File: config.mk
export PLATFORM = sky130hd
export DESIGN_NAME = dm_uncached_ctrl_flat
export DESIGN_NICKNAME = d
export VERILOG_FILES = /design/src/rtl/dm_uncached_ctrl_pkg.sv /design/src/rtl/dm_uncached_ctrl_if.sv /design/src/rtl/dm_uncached_ctrl.sv /design/src/flat_wrapper.sv
export SDC_FILE = /design/constraint.sdc
export NUM_CORES = 1
export LEC_CHECK = 0
export CAP_MARGIN = 20
export CELL_PAD_IN_SITES_DETAIL_PLACEMENT = 2
export CELL_PAD_IN_SITES_GLOBAL_PLACEMENT = 2
export CORE_MARGIN = 2
export CORE_UTILIZATION = 27
export CTS_BUF_LIST = sky130_fd_sc_hd__clkbuf_2 sky130_fd_sc_hd__clkbuf_4 sky130_fd_sc_hd__clkbuf_8
export DETAILED_ROUTE_END_ITERATION = 10
export PLACE_DENSITY = 0.83
export SLEW_MARGIN = 30
export SYNTH_ARGS = -nofsm -noshare
export SYNTH_HDL_FRONTEND = slang
export SYNTH_SLANG_ARGS = --single-unit
File: constraint.sdc
create_clock -name clk -period 2.2 [get_ports clk]
set_clock_uncertainty 0.05 [all_clocks]
set_input_delay 0.33 -clock clk [delete_from_list [all_inputs] [get_ports clk]]
set_output_delay 0.33 -clock clk [all_outputs]
set_load 0.05 [all_outputs]
File: src/rtl/dm_uncached_ctrl_pkg.sv
// rtl/dm_uncached_ctrl_pkg.sv - shared constants for the uncached data-memory controller
package dm_uncached_ctrl_pkg;

   localparam int DEF_ADDR_W = 32;
   localparam int DEF_DATA_W = 32;

   localparam logic [2:0] S_IDLE  = 3'd0;
   localparam logic [2:0] S_REQ   = 3'd1;
   localparam logic [2:0] S_WAIT  = 3'd2;
   localparam logic [2:0] S_DONE  = 3'd3;
   localparam logic [2:0] S_DRAIN = 3'd4;

   localparam logic [1:0] SZ_B = 2'd0;
   localparam logic [1:0] SZ_H = 2'd1;
   localparam logic [1:0] SZ_W = 2'd2;

endpackage

File: src/rtl/dm_uncached_ctrl_if.sv
// rtl/dm_uncached_ctrl_if.sv - SRAM-like data bus (req / addr_ok / data_ok)
interface dm_uncached_ctrl_if
   import dm_uncached_ctrl_pkg::*;
#(
   parameter int ADDR_W = DEF_ADDR_W,
   parameter int DATA_W = DEF_DATA_W
);
   logic              req;
   logic              wr;
   logic [1:0]        size;
   logic [ADDR_W-1:0] addr;
   logic [DATA_W-1:0] wdata;
   logic              addr_ok;
   logic              data_ok;
   logic [DATA_W-1:0] rdata;

   modport master (
      output req, wr, size, addr, wdata,
      input  addr_ok, data_ok, rdata
   );

   modport slave (
      input  req, wr, size, addr, wdata,
      output addr_ok, data_ok, rdata
   );
endinterface

File: src/rtl/dm_uncached_ctrl.sv
// rtl/dm_uncached_ctrl.sv - sequences uncached MEM-stage loads/stores onto the data bus
module dm_uncached_ctrl
   import dm_uncached_ctrl_pkg::*;
#(
   parameter int ADDR_W = DEF_ADDR_W,
   parameter int DATA_W = DEF_DATA_W
)(
   input  logic                clk,
   input  logic                resetn,
   input  logic                mem_valid,
   input  logic                mem_read,
   input  logic                mem_write,
   input  logic [1:0]          mem_size,
   input  logic [ADDR_W-1:0]   mem_addr,
   input  logic [DATA_W-1:0]   mem_wdata,
   input  logic                mem_uncached,
   input  logic                pipe_ready,
   input  logic                flush,
   output logic                dm_stall,
   output logic [DATA_W-1:0]   mem_rdata,
   dm_uncached_ctrl_if.master  data_sram
);

   logic [2:0]        state_q, state_d;
   logic              wr_q, wr_d;
   logic [1:0]        size_q, size_d;
   logic [ADDR_W-1:0] addr_q, addr_d;
   logic [DATA_W-1:0] wdata_q, wdata_d;
   logic [DATA_W-1:0] rdata_q, rdata_d;
   logic              new_acc;
   logic              stall_c;
   logic [DATA_W-1:0] rdata_c;

   always_comb begin
      new_acc = mem_valid & (mem_read | mem_write) & mem_uncached & ~flush;
      state_d = state_q;
      wr_d    = wr_q;
      size_d  = size_q;
      addr_d  = addr_q;
      wdata_d = wdata_q;
      rdata_d = rdata_q;
      stall_c = 1'b0;
      rdata_c = rdata_q;
      case (state_q)
         S_IDLE: begin
            stall_c = new_acc;
            if (new_acc) begin
               wr_d    = mem_write;
               size_d  = mem_size;
               addr_d  = mem_addr;
               wdata_d = mem_wdata;
               state_d = S_REQ;
            end
         end
         S_REQ: begin
            stall_c = 1'b1;
            // Withdrawal before addr_ok is legal, so a flushed store never lands.
            if (data_sram.addr_ok)
               state_d = flush ? S_DRAIN : S_WAIT;
            else if (flush)
               state_d = S_IDLE;
         end
         S_WAIT: begin
            stall_c = ~data_sram.data_ok;
            if (data_sram.data_ok) begin
               rdata_c = data_sram.rdata;
               if (flush || pipe_ready) begin
                  state_d = S_IDLE;
               end else begin
                  rdata_d = data_sram.rdata;
                  state_d = S_DONE;
               end
            end else if (flush) begin
               state_d = S_DRAIN;
            end
         end
         S_DONE: begin
            if (pipe_ready || flush)
               state_d = S_IDLE;
         end
         S_DRAIN: begin
            // Younger uncached access is held off until the cancelled one retires.
            stall_c = new_acc;
            if (data_sram.data_ok)
               state_d = S_IDLE;
         end
         default: state_d = S_IDLE;
      endcase
   end

   always_ff @(posedge clk or negedge resetn) begin
      if (!resetn) begin
         state_q <= S_IDLE;
         wr_q    <= 1'b0;
         size_q  <= SZ_B;
         addr_q  <= '0;
         wdata_q <= '0;
         rdata_q <= '0;
      end else begin
         state_q <= state_d;
         wr_q    <= wr_d;
         size_q  <= size_d;
         addr_q  <= addr_d;
         wdata_q <= wdata_d;
         rdata_q <= rdata_d;
      end
   end

   assign data_sram.req   = (state_q == S_REQ);
   assign data_sram.wr    = wr_q;
   assign data_sram.size  = size_q;
   assign data_sram.addr  = addr_q;
   assign data_sram.wdata = wdata_q;

   assign dm_stall  = resetn & stall_c;
   assign mem_rdata = resetn ? rdata_c : '0;

endmodule

File: src/flat_wrapper.sv
// flat-port wrapper written by rule: the top's interface ports become plain ports
module dm_uncached_ctrl_flat import dm_uncached_ctrl_pkg::*;
#(
   parameter int ADDR_W = DEF_ADDR_W,
   parameter int DATA_W = DEF_DATA_W
)
  (clk, resetn, mem_valid, mem_read, mem_write, mem_size, mem_addr, mem_wdata, mem_uncached, pipe_ready, flush, dm_stall, mem_rdata, data_sram_req, data_sram_wr, data_sram_size, data_sram_addr, data_sram_wdata, data_sram_addr_ok, data_sram_data_ok, data_sram_rdata);
  dm_uncached_ctrl_if #(.ADDR_W(ADDR_W), .DATA_W(DATA_W)) data_sram_i ();
  input  logic clk;
  input  logic resetn;
  input  logic mem_valid;
  input  logic mem_read;
  input  logic mem_write;
  input  logic [1:0] mem_size;
  input  logic [ADDR_W-1:0] mem_addr;
  input  logic [DATA_W-1:0] mem_wdata;
  input  logic mem_uncached;
  input  logic pipe_ready;
  input  logic flush;
  output logic dm_stall;
  output logic [DATA_W-1:0] mem_rdata;
  output wire logic [$bits(data_sram_i.req)-1:0] data_sram_req;
  output wire logic [$bits(data_sram_i.wr)-1:0] data_sram_wr;
  output wire logic [$bits(data_sram_i.size)-1:0] data_sram_size;
  output wire logic [$bits(data_sram_i.addr)-1:0] data_sram_addr;
  output wire logic [$bits(data_sram_i.wdata)-1:0] data_sram_wdata;
  input wire logic [$bits(data_sram_i.addr_ok)-1:0] data_sram_addr_ok;
  input wire logic [$bits(data_sram_i.data_ok)-1:0] data_sram_data_ok;
  input wire logic [$bits(data_sram_i.rdata)-1:0] data_sram_rdata;
  assign data_sram_req = data_sram_i.req;
  assign data_sram_wr = data_sram_i.wr;
  assign data_sram_size = data_sram_i.size;
  assign data_sram_addr = data_sram_i.addr;
  assign data_sram_wdata = data_sram_i.wdata;
  assign data_sram_i.addr_ok = data_sram_addr_ok;
  assign data_sram_i.data_ok = data_sram_data_ok;
  assign data_sram_i.rdata = data_sram_rdata;
  dm_uncached_ctrl #(.ADDR_W(ADDR_W), .DATA_W(DATA_W)) u_core (.clk(clk), .resetn(resetn), .mem_valid(mem_valid), .mem_read(mem_read), .mem_write(mem_write), .mem_size(mem_size), .mem_addr(mem_addr), .mem_wdata(mem_wdata), .mem_uncached(mem_uncached), .pipe_ready(pipe_ready), .flush(flush), .dm_stall(dm_stall), .mem_rdata(mem_rdata), .data_sram(data_sram_i));
endmodule
==> results of run 1 <==
-- per-stage QoR --
step,setup TNS [ns],power (mW),setup slack (ns),area [um2],hold WS (ns)
6_report,-3.71,7.31,-0.168,8170,0.206
3_5_place_dp,-4.43,6.04,-0.109,7550,0.213
4_1_cts,-3.86,7.37,-0.154,7990,0.206
2_1_floorplan,-0.268,4.56,-0.214,4710,-0.0156
3_3_place_gp,-0.905,5.89,-0.0474,7550,0.214
5_1_grt,-6.62,7.63,-0.242,8170,0.230
-- how the worst max path moves through the flow --
stage	to	slack, ns
finish	mem_rdata[12]	-0.17
global route	mem_rdata[12]	-0.24
CTS	mem_rdata[11]	-0.15
detailed placement	mem_rdata[31]	-0.11
global placement	mem_rdata[17]	-0.05
floorplan	mem_rdata[10]	-0.21
-- what timing repair did --
| item | 4_1_cts | 5_1_grt |
|---|---|---|
| endpoints found under the hold margin | 9 | 0 |
| hold buffers | 3 | 0 |
| setup endpoints to repair | 32 | 33 |
| resized for setup | 33 | 25 |
| buffers inserted | 4 | 3 |
| pin swaps | 19 | 23 |
| cloned | 2 | 1 |
-- critical path, stage by stage --
cell and delay (ns):
clkdlybuf4s50_1 0.50, nor4bb_4 0.36, buf_6 0.18, buf_12 0.16
nand2_2 0.09, a21boi_4 0.21, buf_12 0.16
-- logic make-up after synthesis --
kind of cell | Yosys count
buf+inv | 24
simple gates | 82
flops | 102
mux | 100
compound gates | 36
-- power by group --
part           internal (mW)  switching, mW
Clock                  0.552          0.706
Sequential              2.31          0.259
Combinational           1.43           2.06
-- layer usage --
metal	up-vias	track usage, %	part of all wire, %
li1	1650	-	-
met1	1819	22.0	39
met2	145	33.7	53
met3	23	4.50	5.7
met4	2	6.02	1.7
met5	-	0	0.076
-- placed cells by master, fill, tap and decap left out, types with 2 or more instances in the layout --
cell type        count
a21boi_2            17
a21boi_4            15
buf_12              41
buf_16               2
buf_4               22
buf_6                4
clkbuf_8             9
clkdlybuf4s50_1    173
dfrtp_1            100
dfrtp_2              2
dlygate4sd3_1        3
inv_6                2
mux2_2              72
mux2_4              28
nand2_1             49
nand2_2              7
nand2_4             11
-- cell type report --
cell class,instances,area (um2)
clock buffers,10,131
clock inverters,5,67.6
fillers,1555,8480
multi-input cells,218,2260
flip-flops and latches,102,2550
well taps,220,275
repair buffers,246,2870
-- flip-flops by register name, indices dropped and copies added (netlist names) --
register                flops
u_core.data_sram.wr         1
u_core.data_sram.wdata     32
u_core.data_sram.size       2
u_core.state_q              3
u_core.rdata_q             32
u_core.data_sram.addr      32
==> results.py, run 1 <==
metrics = {
    "setup_path": {
        "crit_path_end_kind": "primary output",
        "path_max_fanout": 8,
        "rrSetupSlack_ns": 0.14,
        "crit_required_ns": 1.82,
        "worstPathArrival_ns": 1.99,
        "critical_path_class": "in2out",
        "r2r_cells": 6,
        "startpoint_type": "input pin",
        "startpoint": "data_sram_data_ok",
        "reg2reg_to": "u_core.data_sram.wdata[21]",
        "rr_startpoint": "u_core.state_q[1]",
    },
    "layout": {
        "antenna_cells": 0,
        "area_delta_synth_final_pct": 77.6,
        "fin_cells": 801,
        "finalNetCount": 685,
        "final_util_pct": 49.1,
        "drive_above_1_share_pct": 42.3,
    },
    "die": {
        "io_pins": 209,
        "die_x_um": 135,
        "rows": 47,
        "start_util_pct": 27.6,
        "dieArea_um2": 18100,
        "coreArea_um2": 16600,
        "die_y_um": 135,
    },
    "synth": {
        "synth-compound-area-share_pct": 5.90,
        "synth_top_cell_area_share_pct": 55.5,
        "synth_nets": 452,
        "syn_inst": 344,
        "ys.flop_type": "dfrtp_1",
        "ys_warn_count": 0,
        "synth_top_family_by_area": "multiplexers",
        "synth-simple-area-share_pct": 8.54,
        "seq_area_frac_synth_pct": 55.5,
        "synth_area_leader_cell": "dfrtp_1",
        "yosys-top-cells-count": "dfrtp_1, mux2_2, nand2_1",
        "ys_ff_latch": 102,
        "synthAdderAreaFrac_pct": 0,
        "synthMuxAreaShare_pct": 26.8,
        "yosys-top-cells-area": "dfrtp_1, mux2_2, mux2_4, nand2_1, a21boi_0",
        "synthXorXnorAreaFrac_pct": 0,
        "yosysMostFrequentCell": "dfrtp_1",
        "synth_area_um2": 4600,
        "ys_async_sr_fraction_pct": 100,
        "synth_edf_count": 0,
        "synth.avg_cell_area_um2": 13.4,
        "ys_types": 27,
    },
    "place": {
        "dp_cells": 773,
        "gp_congestion": 0.717,
        "port_buffers": 208,
        "dpl.hpwl_um": 12100,
    },
    "grt": {
        "grt_pass1_wl_um": 25700,
        "antenna_found_initial": 1,
        "grt_max_degree": 71,
        "grt_pass1_vias": 4299,
        "grtUsageTotal_pct": 18.7,
        "overflow": 0,
    },
    "timing": {
        "fin_crit_sh_pct": 108,
        "fmax_mhz": 422,
        "worst_pin_slew_ns": 0.581,
        "setup_ws_ns": -0.168,
        "rsz0062_at_grt": "yes",
        "period_needed_ns": 2.37,
        "hold_violations": 0,
        "finalSetupViolCount": 32,
        "finalMaxSlewViolations": 0,
        "slew-limit-headroom_pct": 61.2,
    },
    "run_status": {
        "status": "finished, violations left",
        "violations": "negative setup slack",
    },
    "clock_network": {
        "clock_latency_ns": 0.38,
        "cts_buffer_depth": 2,
        "clk_pin_slew_ns": 0.11,
        "cts-root-buf": "clkbuf_8",
        "htreeDepth": 3,
        "cts_tree": "built",
        "cts_buffers": 9,
        "clock-sinks": 102,
    },
    "power": {
        "p_leak_nw": 3.47,
        "power_density_nw_per_um2": 895,
        "peakVddDrop_v": 0.000450,
    },
    "routing": {
        "drt-pass1-iter-count": 4,
        "totalWireLength_um": 17100,
        "avgViaCountPerCell": 4.54,
        "wl_per_cell_um": 21.3,
        "drt_iter0_markers": 64,
        "dr_total_vias": 3639,
        "drc_errors": 0,
        "ant_nets": 0,
    },
    "flow_run": {
        "cap_violations": 0,
    },
    "worst_hold_path": {
        "hp-class": "in2async",
    },
}
Note: power is estimated with default switching activity, not from simulation.
==> run 2: changes to the inputs <==
- CORE_MARGIN: 2 -> unset
- CTS_BUF_LIST: sky130_fd_sc_hd__clkbuf_2 sky130_fd_sc_hd__clkbuf_4 sky130_fd_sc_hd__clkbuf_8 -> sky130_fd_sc_hd__clkbuf_4
==> results.py, run 2 (synthesis results as in run 1) <==
metrics = {
    "die": {
        "start_util_pct": 27.7,
        "io_pins": 209,
        "coreArea_um2": 16600,
        "rows": 47,
        "die_x_um": 133,
        "die_y_um": 133,
        "dieArea_um2": 17600,
    },
    "layout": {
        "mostFrequentLayoutCell": "clkdlybuf4s50_1",
        "mostFrequentLayoutCells": "clkdlybuf4s50_1, dfrtp_1, mux2_2, nand2_1, buf_12",
        "fin_cells": 798,
        "layout.area.seq_um2": 2550,
        "drive_above_1_share_pct": 43.6,
        "multi_input_area_um2": 2420,
        "nFillCells": 1585,
        "finalNetCount": 681,
        "area_delta_synth_final_pct": 79.2,
        "antenna_cells": 0,
    },
    "timing": {
        "finalMaxSlewViolations": 0,
        "rsz0062_at_grt": "yes",
        "fin_crit_sh_pct": 113,
        "hold_violations": 0,
        "setup_tns_ns": -7.47,
        "slew-limit-headroom_pct": 51.6,
        "setup_ws_ns": -0.294,
        "holdWs_ns": 0.233,
        "period_needed_ns": 2.49,
        "finalSetupViolCount": 33,
        "worst_pin_slew_ns": 0.723,
        "fmax_mhz": 401,
    },
    "power": {
        "p_leak_nw": 3.59,
        "power_density_nw_per_um2": 865,
        "peakVddDrop_v": 0.000360,
    },
    "run_status": {
        "status": "finished, violations left",
        "violations": "negative setup slack",
    },
    "routing": {
        "drc_errors": 0,
        "ant_nets": 0,
        "dr_total_vias": 3636,
        "drt_iter0_markers": 121,
        "drt-pass1-iter-count": 4,
        "totalWireLength_um": 16600,
        "wl_per_cell_um": 20.8,
        "avgViaCountPerCell": 4.56,
    },
    "setup_path": {
        "crit_chain": "nor4bb_4, buf_6, buf_12, buf_16, nand2_4, a21boi_4, buf_12",
        "critical_path_class": "reg2out",
        "crit_required_ns": 1.82,
        "path_common_cell": "buf_12",
        "startpoint_type": "flip-flop",
        "worstPathArrival_ns": 2.11,
        "cp_slowest_stage_delay_ns": 0.46,
        "crit_path_end_kind": "primary output",
        "path_max_fanout": 8,
        "cp_slowest_cell": "dfrtp_1",
    },
    "clock_network": {
        "cts_buffers": 9,
        "clock_latency_ns": 0.46,
        "htreeDepth": 3,
        "clock-sinks": 102,
        "cts_buffer_depth": 2,
        "cts_tree": "built",
        "clk_pin_slew_ns": 0.16,
        "cts-root-buf": "clkbuf_4",
    },
    "place": {
        "dp_slack_ns": -0.139,
        "dp_cells": 772,
        "gp_congestion": 0.798,
        "port_buffers": 208,
        "dpl.hpwl_um": 11900,
    },
    "grt": {
        "grt_max_degree": 49,
        "grt_pass1_vias": 4332,
        "grtUsageTotal_pct": 19.8,
        "grt_pass1_wl_um": 26400,
        "antenna_found_initial": 0,
        "overflow": 0,
    },
    "flow_run": {
        "cap_violations": 0,
    },
    "worst_hold_path": {
        "hp-class": "in2async",
    },
}
run 2: cell types whose count changed in the layout (fill, tap and decap cells not counted), sizes merged:
cell	change
buf	-2
dlymetal6s2s	+1
clkdlybuf4s50	-1
dlygate4sd3	-1
clkbuf	-1
clkinv	+1
run 2: area by class of cell:
cell class	instances	share of cell area [%]
Multi-Input combinational cell	218	29.4
Timing Repair Buffer	242	34.4
Clock inverter	6	0.926
Clock buffer	10	0.911
Tap cell	220	3.34
Sequential cell	102	31.0
run 2: per-stage QoR:
step / area, um2 / power [mW] / utilization (%)
4_1_cts: 8040 / 7.17 / 48.5
5_1_grt: 8240 / 7.44 / 49.7
2_1_floorplan: 4710 / 4.56 / -
6_report: 8240 / 7.13 / 49.7
3_3_place_gp: 7540 / 5.88 / 45.4
3_5_place_dp: 7540 / 6.02 / 45.4
run 2: where the power goes:
group          switching [mW]  internal [mW]
combinational            2.06           1.43
clock                   0.697          0.381
sequential              0.252           2.31
total                    3.01           4.12
run 2: layer usage:
metal	global-route usage (%)	up-vias	part of all wire [%]
met2	37.0	129	55
met1	22.3	1857	39
met3	5.56	8	6.1
met5	0	-	0
li1	-	1642	-
met4	4.21	0	0.57
run 2: critical path: cells and delay by family, from the launching register on:
family,cells,cell delay (ns)
compound gates,1,0.18
simple gates,2,0.39
flops,1,0.46
buf+inv,4,0.61
run 2: what timing repair did:
item,4_1_cts,5_1_grt
setup endpoints to repair,33,35
setup buffers,6,1
pin swaps,27,41
resized for setup,47,42
hold endpoints to repair,21,0
hold buffers,2,0
cloned,3,0
run 2: worst paths after layout:
| path | from | cells after the start | endpoint | slack (ns) |
|---|---|---|---|---|
| hold reg to reg | u_core.data_sram.addr[3] | 1 | u_core.data_sram.addr[3] | 0.48 |
| setup / recovery | u_core.state_q[0] | 7 | mem_rdata[27] | -0.29 |
| setup reg to reg | u_core.state_q[2] | 5 | u_core.rdata_q[7] | 0.07 |
| min in group clk | mem_wdata[2] | 2 | u_core.data_sram.wdata[2] | 0.40 |
| max in group asynchronous | resetn | 4 | u_core.rdata_q[20] | 0.24 |
| hold / removal | resetn | 2 | u_core.rdata_q[13] | 0.23 |
==> run 3: changes to the inputs <==
- GPL_TIMING_DRIVEN: unset -> 0
==> results.py, run 3 (synthesis results as in run 1) <==
metrics = {
    "layout": {
        "mostFrequentLayoutCells": "clkdlybuf4s50_1, dfrtp_1, mux2_2, nand2_1, buf_6",
        "fin_cells": 794,
        "fin_area_um2": 7490,
        "area_delta_synth_final_pct": 62.9,
        "final_util_pct": 45.2,
        "mostFrequentLayoutCell": "clkdlybuf4s50_1",
        "nFillCells": 1648,
        "drive_above_1_share_pct": 39.9,
        "finalNetCount": 677,
        "antenna_cells": 0,
    },
    "timing": {
        "holdWs_ns": -0.279,
        "rsz0062_at_grt": "yes",
        "finalSetupViolCount": 32,
        "fmax_mhz": 417,
        "period_needed_ns": 2.40,
        "finalMaxSlewViolations": 0,
        "hold_violations": 49,
        "fin_crit_sh_pct": 109,
        "setup_tns_ns": -5.04,
        "worst_pin_slew_ns": 0.544,
        "slew-limit-headroom_pct": 63.6,
        "setup_ws_ns": -0.197,
    },
    "die": {
        "io_pins": 209,
        "start_util_pct": 27.7,
        "die_x_um": 133,
        "rows": 47,
        "coreArea_um2": 16600,
        "die_y_um": 133,
        "dieArea_um2": 17600,
    },
    "place": {
        "gp_congestion": 0.781,
        "dp_cells": 773,
        "dp_slack_ns": -1.29,
        "dpl.hpwl_um": 11400,
        "port_buffers": 208,
        "placed_area_um2": 7090,
    },
    "power": {
        "p_int_mw": 3.86,
        "p_leak_nw": 3.19,
        "clkPwrFrac_pct": 14.0,
        "switchingPower_mw": 2.91,
        "swShare_pct": 43.0,
        "seqPwrFrac_pct": 37.6,
        "p_comb_share_pct": 48.4,
        "peakVddDrop_v": 0.000406,
        "power.total_mw": 6.78,
        "power_density_nw_per_um2": 905,
    },
    "routing": {
        "avgViaCountPerCell": 4.50,
        "dr_total_vias": 3575,
        "totalWireLength_um": 14800,
        "drt-pass1-iter-count": 4,
        "drc_errors": 0,
        "wl_per_cell_um": 18.6,
        "drt_iter0_markers": 67,
        "ant_nets": 0,
    },
    "clock_network": {
        "cts_buffer_depth": 2,
        "htreeDepth": 3,
        "clock_latency_ns": 0.45,
        "clk_pin_slew_ns": 0.18,
        "clock-sinks": 102,
        "cts_buffers": 9,
        "cts_tree": "built",
        "cts-root-buf": "clkbuf_4",
    },
    "grt": {
        "use_met2_pct": 31.0,
        "grtUsageMet1_pct": 21.7,
        "grt_pass1_vias": 4123,
        "antenna_found_initial": 0,
        "overflow": 0,
        "busiest_layer": "met2",
        "grt_max_degree": 56,
        "grt_pass1_wl_um": 23900,
        "grtUsageTotal_pct": 17.7,
        "met3_usage_pct": 3.98,
    },
    "setup_path": {
        "crit_path_end_kind": "primary output",
        "worstPathArrival_ns": 2.02,
        "critical_path_class": "reg2out",
        "startpoint_type": "flip-flop",
        "path_max_fanout": 5,
        "rrSetupSlack_ns": 0.10,
        "crit_required_ns": 1.82,
    },
    "run_status": {
        "status": "finished, violations left",
        "violations": "negative hold slack, negative setup slack",
    },
    "flow_run": {
        "cap_violations": 0,
    },
    "worst_hold_path": {
        "hp-class": "in2async",
    },
}
[run 3: power by group through the flow]
stage	registers, mW	logic (mW)	clock network [mW]
after floorplan	3.80	0.761	0
after global placement	2.55	3.18	0
after CTS	2.55	3.31	1.01
final	2.55	3.28	0.952
after global routing	2.61	3.42	1.07
after detailed placement	2.59	3.26	0
[run 3: routing by layer]
metal / routed length (um) / vias up / share of wire, %
met4: 129 / 0 / 0.87
met1: 6190 / 1809 / 42
li1: - / 1634 / -
met5: 0 / - / 0
met3: 801 / 9 / 5.4
met2: 7670 / 123 / 52
[run 3: worst paths after layout]
check,cells after the start,end,start
max,6,mem_rdata[12],u_core.state_q[0]
min,1,u_core.data_sram.addr[28],resetn
max reg2reg,6,u_core.data_sram.addr[4],u_core.state_q[1]
min reg2reg,1,u_core.data_sram.addr[2],u_core.data_sram.addr[2]
max in group asynchronous,2,u_core.data_sram.addr[9],resetn
min in group clk,2,u_core.state_q[2],data_sram_data_ok
[run 3: final cells by class]
type | instances | area [um2] | area share [%]
Sequential cell | 102 | 2550 | 34.1
Timing Repair Buffer | 216 | 2210 | 29.5
Clock inverter | 6 | 53.8 | 0.718
Multi-Input combinational cell | 218 | 2120 | 28.3
Buffer | 22 | 205 | 2.74
Tap cell | 220 | 275 | 3.67
Clock buffer | 10 | 75.1 | 1.00
[run 3: timing repair]
action | 4_1_cts | 5_1_grt
pin swaps | 12 | 10
setup buffers | 4 | 2
gates resized for setup | 274 | 14
endpoints found under the setup margin | 53 | 49
hold endpoints to repair | 49 | 49
gates cloned | 1 | 0
[run 3: critical path: stages, from the launching register on]
cell	delay [ns]
dfrtp_2	0.48
nor4bb_4	0.30
clkbuf_8	0.21
clkbuf_16	0.17
nand2_4	0.05
a21boi_4	0.17
buf_6	0.18
